==> src/rtl/program_loader.sv <==
// -----------------------------------------------------------------------------
// program_loader
//
// Purpose:
//   Streams a program into the CPU instruction memory, then releases the CPU
//   from reset and supervises its run until it halts. Optionally a watchdog
//   ends a run that exceeds WDOG_LIMIT cycles.
//
// Configuration:
//   PROGRAM_LOADER_WATCHDOG_EN  defined   -> watchdog compiled in, timeout live
//                               undefined -> no watchdog, timeout tied to 0
//
// Parameters:
//   WDOG_LIMIT        maximum RUN cycles before timeout (watchdog builds only)
//
// Ports:
//   CLK               sole clock, rising edge
//   clr               synchronous active-high reset
//   start             begin a new load (honoured in IDLE or DONE only)
//   s_valid/s_ready   instruction stream handshake
//   s_data/s_last     instruction word / final-word marker
//   cpu_clr_n         CPU reset, active-low
//   PC_en             CPU program-counter enable
//   instr2memory_en   imem address-override select
//   I_memory_en       imem write strobe
//   instr2memory_addr imem write address (bits 15:8 always 0)
//   instr_in          imem write data
//   HLT / OutR_D      CPU halt flag / CPU output-register data
//   busy, done, timeout, load_trunc  status flags
//   cycle_count       RUN cycles of the last execution (saturating)
//   out_valid/out_data captured CPU output sample
// -----------------------------------------------------------------------------
module program_loader #(
   parameter logic [15:0] WDOG_LIMIT = 16'hFFFF
) (
   input  logic        CLK,
   input  logic        clr,
   input  logic        start,
   input  logic        s_valid,
   output logic        s_ready,
   input  logic [15:0] s_data,
   input  logic        s_last,
   output logic        cpu_clr_n,
   output logic        PC_en,
   output logic        instr2memory_en,
   output logic        I_memory_en,
   output logic [15:0] instr2memory_addr,
   output logic [15:0] instr_in,
   input  logic        HLT,
   input  logic [15:0] OutR_D,
   output logic        busy,
   output logic        done,
   output logic        timeout,
   output logic        load_trunc,
   output logic [15:0] cycle_count,
   output logic        out_valid,
   output logic [15:0] out_data
);

   typedef enum logic [2:0] {
      ST_IDLE    = 3'd0,
      ST_LOAD    = 3'd1,
      ST_FLUSH   = 3'd2,
      ST_RELEASE = 3'd3,
      ST_RUN     = 3'd4,
      ST_DONE    = 3'd5
   } state_t;

   state_t      state_r;
   state_t      state_s;
   logic [7:0]  word_cnt_r;
   logic [7:0]  word_cnt_s;
   logic [7:0]  wr_addr_r;
   logic [7:0]  wr_addr_s;
   logic [15:0] wr_data_r;
   logic [15:0] wr_data_s;
   logic        wr_en_r;
   logic        wr_en_s;
   logic        trunc_r;
   logic        trunc_s;
   logic [15:0] cyc_cnt_r;
   logic [15:0] cyc_cnt_s;
   logic        out_valid_r;
   logic        out_valid_s;
   logic [15:0] out_data_r;
   logic [15:0] out_data_s;
   logic        s_ready_r;
   logic        s_ready_s;
   logic        imem_sel_r;
   logic        imem_sel_s;
   logic        cpu_clr_n_r;
   logic        cpu_clr_n_s;
   logic        pc_en_r;
   logic        pc_en_s;
   logic        busy_r;
   logic        busy_s;
   logic        done_r;
   logic        done_s;
   logic        new_load_s;
`ifdef PROGRAM_LOADER_WATCHDOG_EN
   logic        timeout_r;
   logic        timeout_s;
`endif

   // Cycle counter increment that sticks at all-ones instead of wrapping.
   function automatic logic [15:0] sat_inc16(input logic [15:0] val);
      logic [15:0] res;
      if (val == 16'hFFFF) begin
         res = 16'hFFFF;
      end else begin
         res = val + 16'd1;
      end
      return res;
   endfunction

   // Next-state and next-output computation; every output is registered below.
   always_comb begin
      state_s     = state_r;
      word_cnt_s  = word_cnt_r;
      wr_addr_s   = wr_addr_r;
      wr_data_s   = wr_data_r;
      wr_en_s     = 1'b0;
      trunc_s     = trunc_r;
      cyc_cnt_s   = cyc_cnt_r;
      out_valid_s = 1'b0;
      out_data_s  = out_data_r;
      new_load_s  = 1'b0;
`ifdef PROGRAM_LOADER_WATCHDOG_EN
      timeout_s   = timeout_r;
`endif

      case (state_r)
         ST_IDLE: begin
            if (start) begin
               state_s    = ST_LOAD;
               new_load_s = 1'b1;
            end else begin
               state_s = ST_IDLE;
            end
         end

         ST_LOAD: begin
            // s_ready_r is high throughout LOAD, so it doubles as the accept gate.
            if (s_valid && s_ready_r) begin
               wr_en_s    = 1'b1;
               wr_addr_s  = word_cnt_r;
               wr_data_s  = s_data;
               word_cnt_s = word_cnt_r + 8'd1;
               if (s_last) begin
                  state_s = ST_FLUSH;
               end else if (word_cnt_r == 8'hFF) begin
                  // Memory is full but the stream still has words: stop here.
                  state_s = ST_FLUSH;
                  trunc_s = 1'b1;
               end else begin
                  state_s = ST_LOAD;
               end
            end else begin
               state_s = ST_LOAD;
            end
         end

         ST_FLUSH: begin
            state_s = ST_RELEASE;
         end

         ST_RELEASE: begin
            state_s = ST_RUN;
         end

         ST_RUN: begin
            cyc_cnt_s = sat_inc16(cyc_cnt_r);
            if (OutR_D != 16'h0000) begin
               out_valid_s = 1'b1;
               out_data_s  = OutR_D;
            end else begin
               out_valid_s = 1'b0;
            end
            // Halt wins over a watchdog expiry landing on the same cycle.
            if (HLT) begin
               state_s = ST_DONE;
            end
`ifdef PROGRAM_LOADER_WATCHDOG_EN
            else if (cyc_cnt_s >= WDOG_LIMIT) begin
               state_s   = ST_DONE;
               timeout_s = 1'b1;
            end
`endif
            else begin
               state_s = ST_RUN;
            end
         end

         ST_DONE: begin
            if (start) begin
               state_s    = ST_LOAD;
               new_load_s = 1'b1;
            end else begin
               state_s = ST_DONE;
            end
         end

         default: begin
            state_s = ST_IDLE;
         end
      endcase

      // A fresh load wipes the status of the previous program.
      if (new_load_s) begin
         word_cnt_s = 8'h00;
         trunc_s    = 1'b0;
         cyc_cnt_s  = 16'h0000;
`ifdef PROGRAM_LOADER_WATCHDOG_EN
         timeout_s  = 1'b0;
`endif
      end else begin
         word_cnt_s = word_cnt_s;
      end

      // State-decoded flags are taken from the next state so they register
      // in step with the state itself.
      s_ready_s   = (state_s == ST_LOAD);
      imem_sel_s  = (state_s == ST_LOAD) || (state_s == ST_FLUSH);
      cpu_clr_n_s = (state_s == ST_RELEASE) || (state_s == ST_RUN) ||
                    (state_s == ST_DONE);
      pc_en_s     = (state_s == ST_RUN);
      busy_s      = (state_s == ST_LOAD) || (state_s == ST_FLUSH) ||
                    (state_s == ST_RELEASE) || (state_s == ST_RUN);
      done_s      = (state_s == ST_DONE);
   end

   // State and output registers with synchronous clear.
   always_ff @(posedge CLK) begin
      if (clr) begin
         state_r     <= ST_IDLE;
         word_cnt_r  <= 8'h00;
         wr_addr_r   <= 8'h00;
         wr_data_r   <= 16'h0000;
         wr_en_r     <= 1'b0;
         trunc_r     <= 1'b0;
         cyc_cnt_r   <= 16'h0000;
         out_valid_r <= 1'b0;
         out_data_r  <= 16'h0000;
         s_ready_r   <= 1'b0;
         imem_sel_r  <= 1'b0;
         cpu_clr_n_r <= 1'b0;
         pc_en_r     <= 1'b0;
         busy_r      <= 1'b0;
         done_r      <= 1'b0;
`ifdef PROGRAM_LOADER_WATCHDOG_EN
         timeout_r   <= 1'b0;
`endif
      end else begin
         state_r     <= state_s;
         word_cnt_r  <= word_cnt_s;
         wr_addr_r   <= wr_addr_s;
         wr_data_r   <= wr_data_s;
         wr_en_r     <= wr_en_s;
         trunc_r     <= trunc_s;
         cyc_cnt_r   <= cyc_cnt_s;
         out_valid_r <= out_valid_s;
         out_data_r  <= out_data_s;
         s_ready_r   <= s_ready_s;
         imem_sel_r  <= imem_sel_s;
         cpu_clr_n_r <= cpu_clr_n_s;
         pc_en_r     <= pc_en_s;
         busy_r      <= busy_s;
         done_r      <= done_s;
`ifdef PROGRAM_LOADER_WATCHDOG_EN
         timeout_r   <= timeout_s;
`endif
      end
   end

   assign s_ready           = s_ready_r;
   assign cpu_clr_n         = cpu_clr_n_r;
   assign PC_en             = pc_en_r;
   assign instr2memory_en   = imem_sel_r;
   assign I_memory_en       = wr_en_r;
   assign instr2memory_addr = {8'h00, wr_addr_r};
   assign instr_in          = wr_data_r;
   assign busy              = busy_r;
   assign done              = done_r;
   assign load_trunc        = trunc_r;
   assign cycle_count       = cyc_cnt_r;
   assign out_valid         = out_valid_r;
   assign out_data          = out_data_r;
`ifdef PROGRAM_LOADER_WATCHDOG_EN
   assign timeout           = timeout_r;
`else
   assign timeout           = 1'b0;
`endif

endmodule

==> config.mk <==
export PLATFORM = sky130hd
export DESIGN_NAME = program_loader
export DESIGN_NICKNAME = d
export VERILOG_FILES = /design/src/rtl/program_loader.sv
export SDC_FILE = /design/constraint.sdc
export NUM_CORES = 1
export LEC_CHECK = 0
export CAP_MARGIN = 10
export CORE_ASPECT_RATIO = 1.25
export CORE_MARGIN = 1
export CORE_UTILIZATION = 45
export CTS_BUF_LIST = sky130_fd_sc_hd__clkbuf_2
export DETAILED_ROUTE_END_ITERATION = 7
export DONT_BUFFER_PORTS = 1
export SLEW_MARGIN = 0
export SYNTH_ARGS = -nofsm -noshare
export SYNTH_HDL_FRONTEND = slang
export SYNTH_SLANG_ARGS = --single-unit
export TNS_END_PERCENT = 20
==> constraint.sdc <==
create_clock -name CLK -period 5.45 [get_ports CLK]
set_clock_uncertainty 0.1 [all_clocks]
set_input_delay 0.2725 -clock CLK [delete_from_list [all_inputs] [get_ports CLK]]
set_output_delay 0.2725 -clock CLK [all_outputs]
set_load 0.05 [all_outputs]
Word level (Yosys, flattened, before mapping) --
Cells that the tools add are included.
Word-level totals: register bits after elaboration 76, bits in latches 0, bits in writable memories 0, bits in read-only memories 0, logic and storage cells 59, memories kept 0
Cells by class: add/sub/neg operators 2, multipliers 0, div/mod/pow operators 0, $lt $le $gt $ge 0, eq/ne operators 12, shifts and indexed selects 0, mux-type cells 12, bitwise operators 3, reductions and logical operators 15
Operators by type and width (count):
- case mux 3 bit (6 select lines) | 1
- adder 16 x 1 -> 16 bit, second input constant | 1
- equality test 16 bit, second input constant | 1
- two-way mux 16 bit | 1
- nonzero test 16 bit | 1
- equality test 3 x 2 -> 1 bit, second input constant | 4
- equality test 3 bit, second input constant | 4
- adder 8 x 1 -> 8 bit, second input constant | 1
- equality test 8 bit, second input constant | 1
- OR reduction 2 bit | 4
- equality test 3 x 1 -> 1 bit, second input constant | 2
- two-way mux 1 bit | 6
- two-way mux 3 bit | 2
- logical OR 1 bit | 5
- two-way mux 2 bit | 2
- AND reduction 2 bit | 2
- AND reduction 4 bit | 1
- zero test 3 bit | 1
- NOT 1 bit | 3
- logical AND 1 bit | 1

Logic depth before layout (Yosys ltp) --
word-level depth 9, depth in mapped cells 7, mapped depth without buffers 5

Least setup slack after synthesis --
OpenSTA, ideal clock, no wires.
path kind register to register, start point register cyc_cnt_r[3] (netlist: cycle_count[3]), end point register cyc_cnt_r[15] (netlist: cycle_count[15]), data arrival time 2.038 ns, required time 5.198 ns, path slack 3.160 ns, stages on the path, launching flop included 5, buffers on the path 0, cells stage by stage dfxtp_1 nand3_1 or4_4 a2111oi_0 a211oi_1
Between the ends: word-level cells in the longest chain between the ends 2, elaborated cells on any way between the ends 3
Ends and longest elaborated chain:
- start: declaration | RTL line 81 | logic [15:0] cyc_cnt_r;
- start signal: assignment | RTL line 260 | cyc_cnt_r <= cyc_cnt_s;
- adder 16 x 1 -> 16 bit / equality test 16 bit (equally long branches) | RTL line 111, 108
- two-way mux 16 bit * | RTL line 108 | if (val == 16'hFFFF) begin
Every way passes the cells marked *; elsewhere a longest branch is shown, timed or not. A chain may end at the register's enable or synchronous reset.

Worst setup path in the final report --
start point register state_r[0], end point register wr_data_r[5] (netlist: instr_in[5])
Between the ends: word-level cells in the longest chain between the ends 2
Ends and longest elaborated chain:
- start: declaration | RTL line 69 | state_t state_r;
- start signal: assignment | RTL line 254 | state_r <= state_s;
- equality test 3 x 1 -> 1 bit | RTL line 132 | case (state_r)
- AND reduction 2 bit (no source line)
- end signal: assignment | RTL line 257 | wr_data_r <= wr_data_s;
- end: declaration | RTL line 75 | logic [15:0] wr_data_r;
No other way between the ends.

==> impl_metrics.ini <==
[setup_path]
max_stage_delay_ns = 0.72
cp.required_ns = 5.77
crit_type = flip-flop to flip-flop
crit_chain = nor3b_1, nand2_1, nand2_1, a21oi_1, dlygate4sd3_1
timing.critical_path.mode_cell = nand2_1
rrSetupSlack_ns = 2.57
cp-startpoint = state_r[0]
cp.depth = 5
critPathSlowestCell = nand2_1
arrival_ns = 3.20
reg2reg_depth = 5
cp-endpoint = instr_in[5]
r2r_end = instr_in[5]
crit_path_end_kind = flip-flop
timing.rr.start = state_r[0]
path_buf_inv = 1
path_max_fanout = 29
start_kind = flip-flop
cp_top_family = simple AND/OR/NAND/NOR gates

[power_and_ir_drop]
comb_power_share_pct = 8.0
powerDensity_nw_per_um2 = 266
p_switching_w = 0.000269
seq_power_share_pct = 61.8
p_clk_share_pct = 30.2
intPower_w = 0.000695
p_leak_nw = 1.16
irDropWorstVdd_mv = 0.172
sw_frac_of_total_pct = 27.9

[clock_network]
cts_tree = done
clk_root_buffer_cell = clkbuf_2
cts.clk_slew.worst_paths_ns = 0.20
cts_made_buffers = 9
cts_hold_buf = 37
cts_buffer_depth = 2
cts_setup_buffers = 0
cts.sink_count = 76
h-tree-depth = 3
clock_latency_ns = 0.51
post_cts_resized = 0

[hold_path]
worstHoldStart = s_valid
hold_class = primary input to flip-flop

[global_route]
antenna_found_initial = 0
grt_overflow_total = 0
grt_max_degree = 51
grt_pass1_vias = 2564
grt_pass1_wl_um = 12000
grt_use_total_pct = 20.9

[timing]
setup_tns_ns = 0
max_freq_ghz = 0.348
hold_ws_ns = 0.0382
finalHoldViolations = 0
grt_setup_unrepaired = no
worst_slew_pin_slew_ns = 0.935
setup_viol_count_final = 0
maxSlewHeadroom_pct = 37.5
period_share_pct = 52.8
report.final.slew_viol_count = 0
period_minus_slack_ns = 2.88

[yosys]
syn_area_um2 = 3150
async_reset_ff_share_pct = 0
ys.flop_type = dfxtp_1
syn_area_per_cell_um2 = 8.34
synth_edf_count = 0
ys_top_cells_by_count = dfxtp_1, nand2_1, a21oi_1
synth_cell_types = 44
yosysMostFrequentCell = dfxtp_1
ys_ff_latch = 76
synth_top_area_share_pct = 48.3
synth_area_leaders = dfxtp_1, a21oi_1, nand2_1
yosysSeqAreaShare_pct = 48.3
ys_warn_count = 0
synth_top_area_cell = dfxtp_1
syn_inst = 378

[die]
fp.dieW_um = 76.9
core_um2 = 6650
rows = 33
num_io_pins = 112
dieArea_um2 = 7350
die_y_um = 95.6
initial_core_util_pct = 47.4

[drt]
num_vias = 2719
route.detailed.drc = 0
wire_per_inst_um = 15.1
dr.pass1.iters = 4
wl_um = 7490
via_per_inst = 5.49
ant_nets = 0
first_iter_violations = 124

[placed_design]
hpwl_um = 4720
dp_cells = 442
io_buffers = 0
gp_congestion = 0.763
placed_cell_area_um2 = 3140

[flow_run]
maxCapViolCount = 0

[finish]
stdcell_area_um2 = 3620
area_growth_pct = 14.9
layout.nets = 443
finish.utilization_pct = 54.5
drive_above_1_share_pct = 5.39
stdcell_count = 495
antenna_cells = 0

[outcome]
status = finished, final reports clean
## sequential cells by signal (all words and copies together), names as in the netlist
name / flops
cycle_count: 16
word_cnt_r: 8
s_ready: 1
wr_addr_r: 8
cpu_clr_n: 1
out_valid: 1
state_r: 3
PC_en: 1
instr2memory_en: 1
busy: 1
out_data: 16
instr_in: 16
done: 1
I_memory_en: 1
load_trunc: 1
## worst min-delay path by stage
stage / end / slack, ns / cells past startpoint
final: state_r[0] / 0.04 / 3
after global routing: state_r[0] / 0.008 / 3
after CTS: state_r[0] / 0.01 / 3
after detailed placement: instr_in[14] / 0.25 / 1
after global placement: instr_in[14] / 0.24 / 1
after floorplan: instr_in[0] / 0.31 / 2
## cell type report
cell class / count / area (um^2)
fill: 632 / 3020
sequential: 76 / 1520
multi-input combinational: 272 / 1480
timing repair buffer: 39 / 395
tap: 87 / 109
clock inverter: 7 / 57.6
clock buffer: 9 / 45.0
inverter: 5 / 18.8
## metrics by stage
step	total power (W)	worst slack (ns)
floorplan	0.000659	3.16
global placement	0.000656	2.73
detailed placement	0.000657	2.66
CTS	0.000975	2.58
global route	0.00100	2.28
finish	0.000965	2.57
## logic make-up after synthesis
group                      Yosys count  synth area share (%)
AOI/OAI and AO/OA                   96                  17.0
xor gates and xnor gates            14                  3.89
adders and majority gates            2                 0.794
buffers and inverters               38                  6.03
DFF                                 76                  48.3
muxes                                2                 0.635
other                                1                 0.119
and+or+nand+nor                    149                  23.3
## layout by cell type, fill, tap and decap left out, types with 5 or more instances in the layout
cell type      instances
or3_1                  5
dlygate4sd3_1         36
dfxtp_1               76
nand2_1               62
o21ai_0               19
a21oi_1               55
inv_1                  5
nor3_1                 6
a211oi_1               9
nor4_1                10
nand3_1               23
clkbuf_2               9
nand4_1                6
nor2_1                17
xnor2_1               10
conb_1                 9
## power by group through the flow
| stage | Sequential, W | Combinational (W) | Clock (W) |
|---|---|---|---|
| after global routing | 0.000598 | 0.0000838 | 0.000323 |
| after floorplan | 0.000603 | 0.0000559 | 0 |
| after detailed placement | 0.000607 | 0.0000493 | 0 |
| after CTS | 0.000596 | 0.0000774 | 0.000301 |
| final | 0.000596 | 0.0000772 | 0.000292 |
| after global placement | 0.000607 | 0.0000487 | 0 |
## layer usage
metal | part of all wire (%) | wire length [um] | global-route usage, %
met5 | 0 | 0 | 0
met2 | 46 | 3480 | 33.4
met4 | 2.7 | 199 | 11.4
met3 | 8.2 | 618 | 8.04
met1 | 43 | 3190 | 24.0
## worst min-delay path: cells and delay by family
family           cells  cell delay, ns
AND/OR/NAND/NOR      2            0.20
AO/OA/AOI/OAI        1            0.14
No activity file was read; power rests on OpenSTA's default activity.
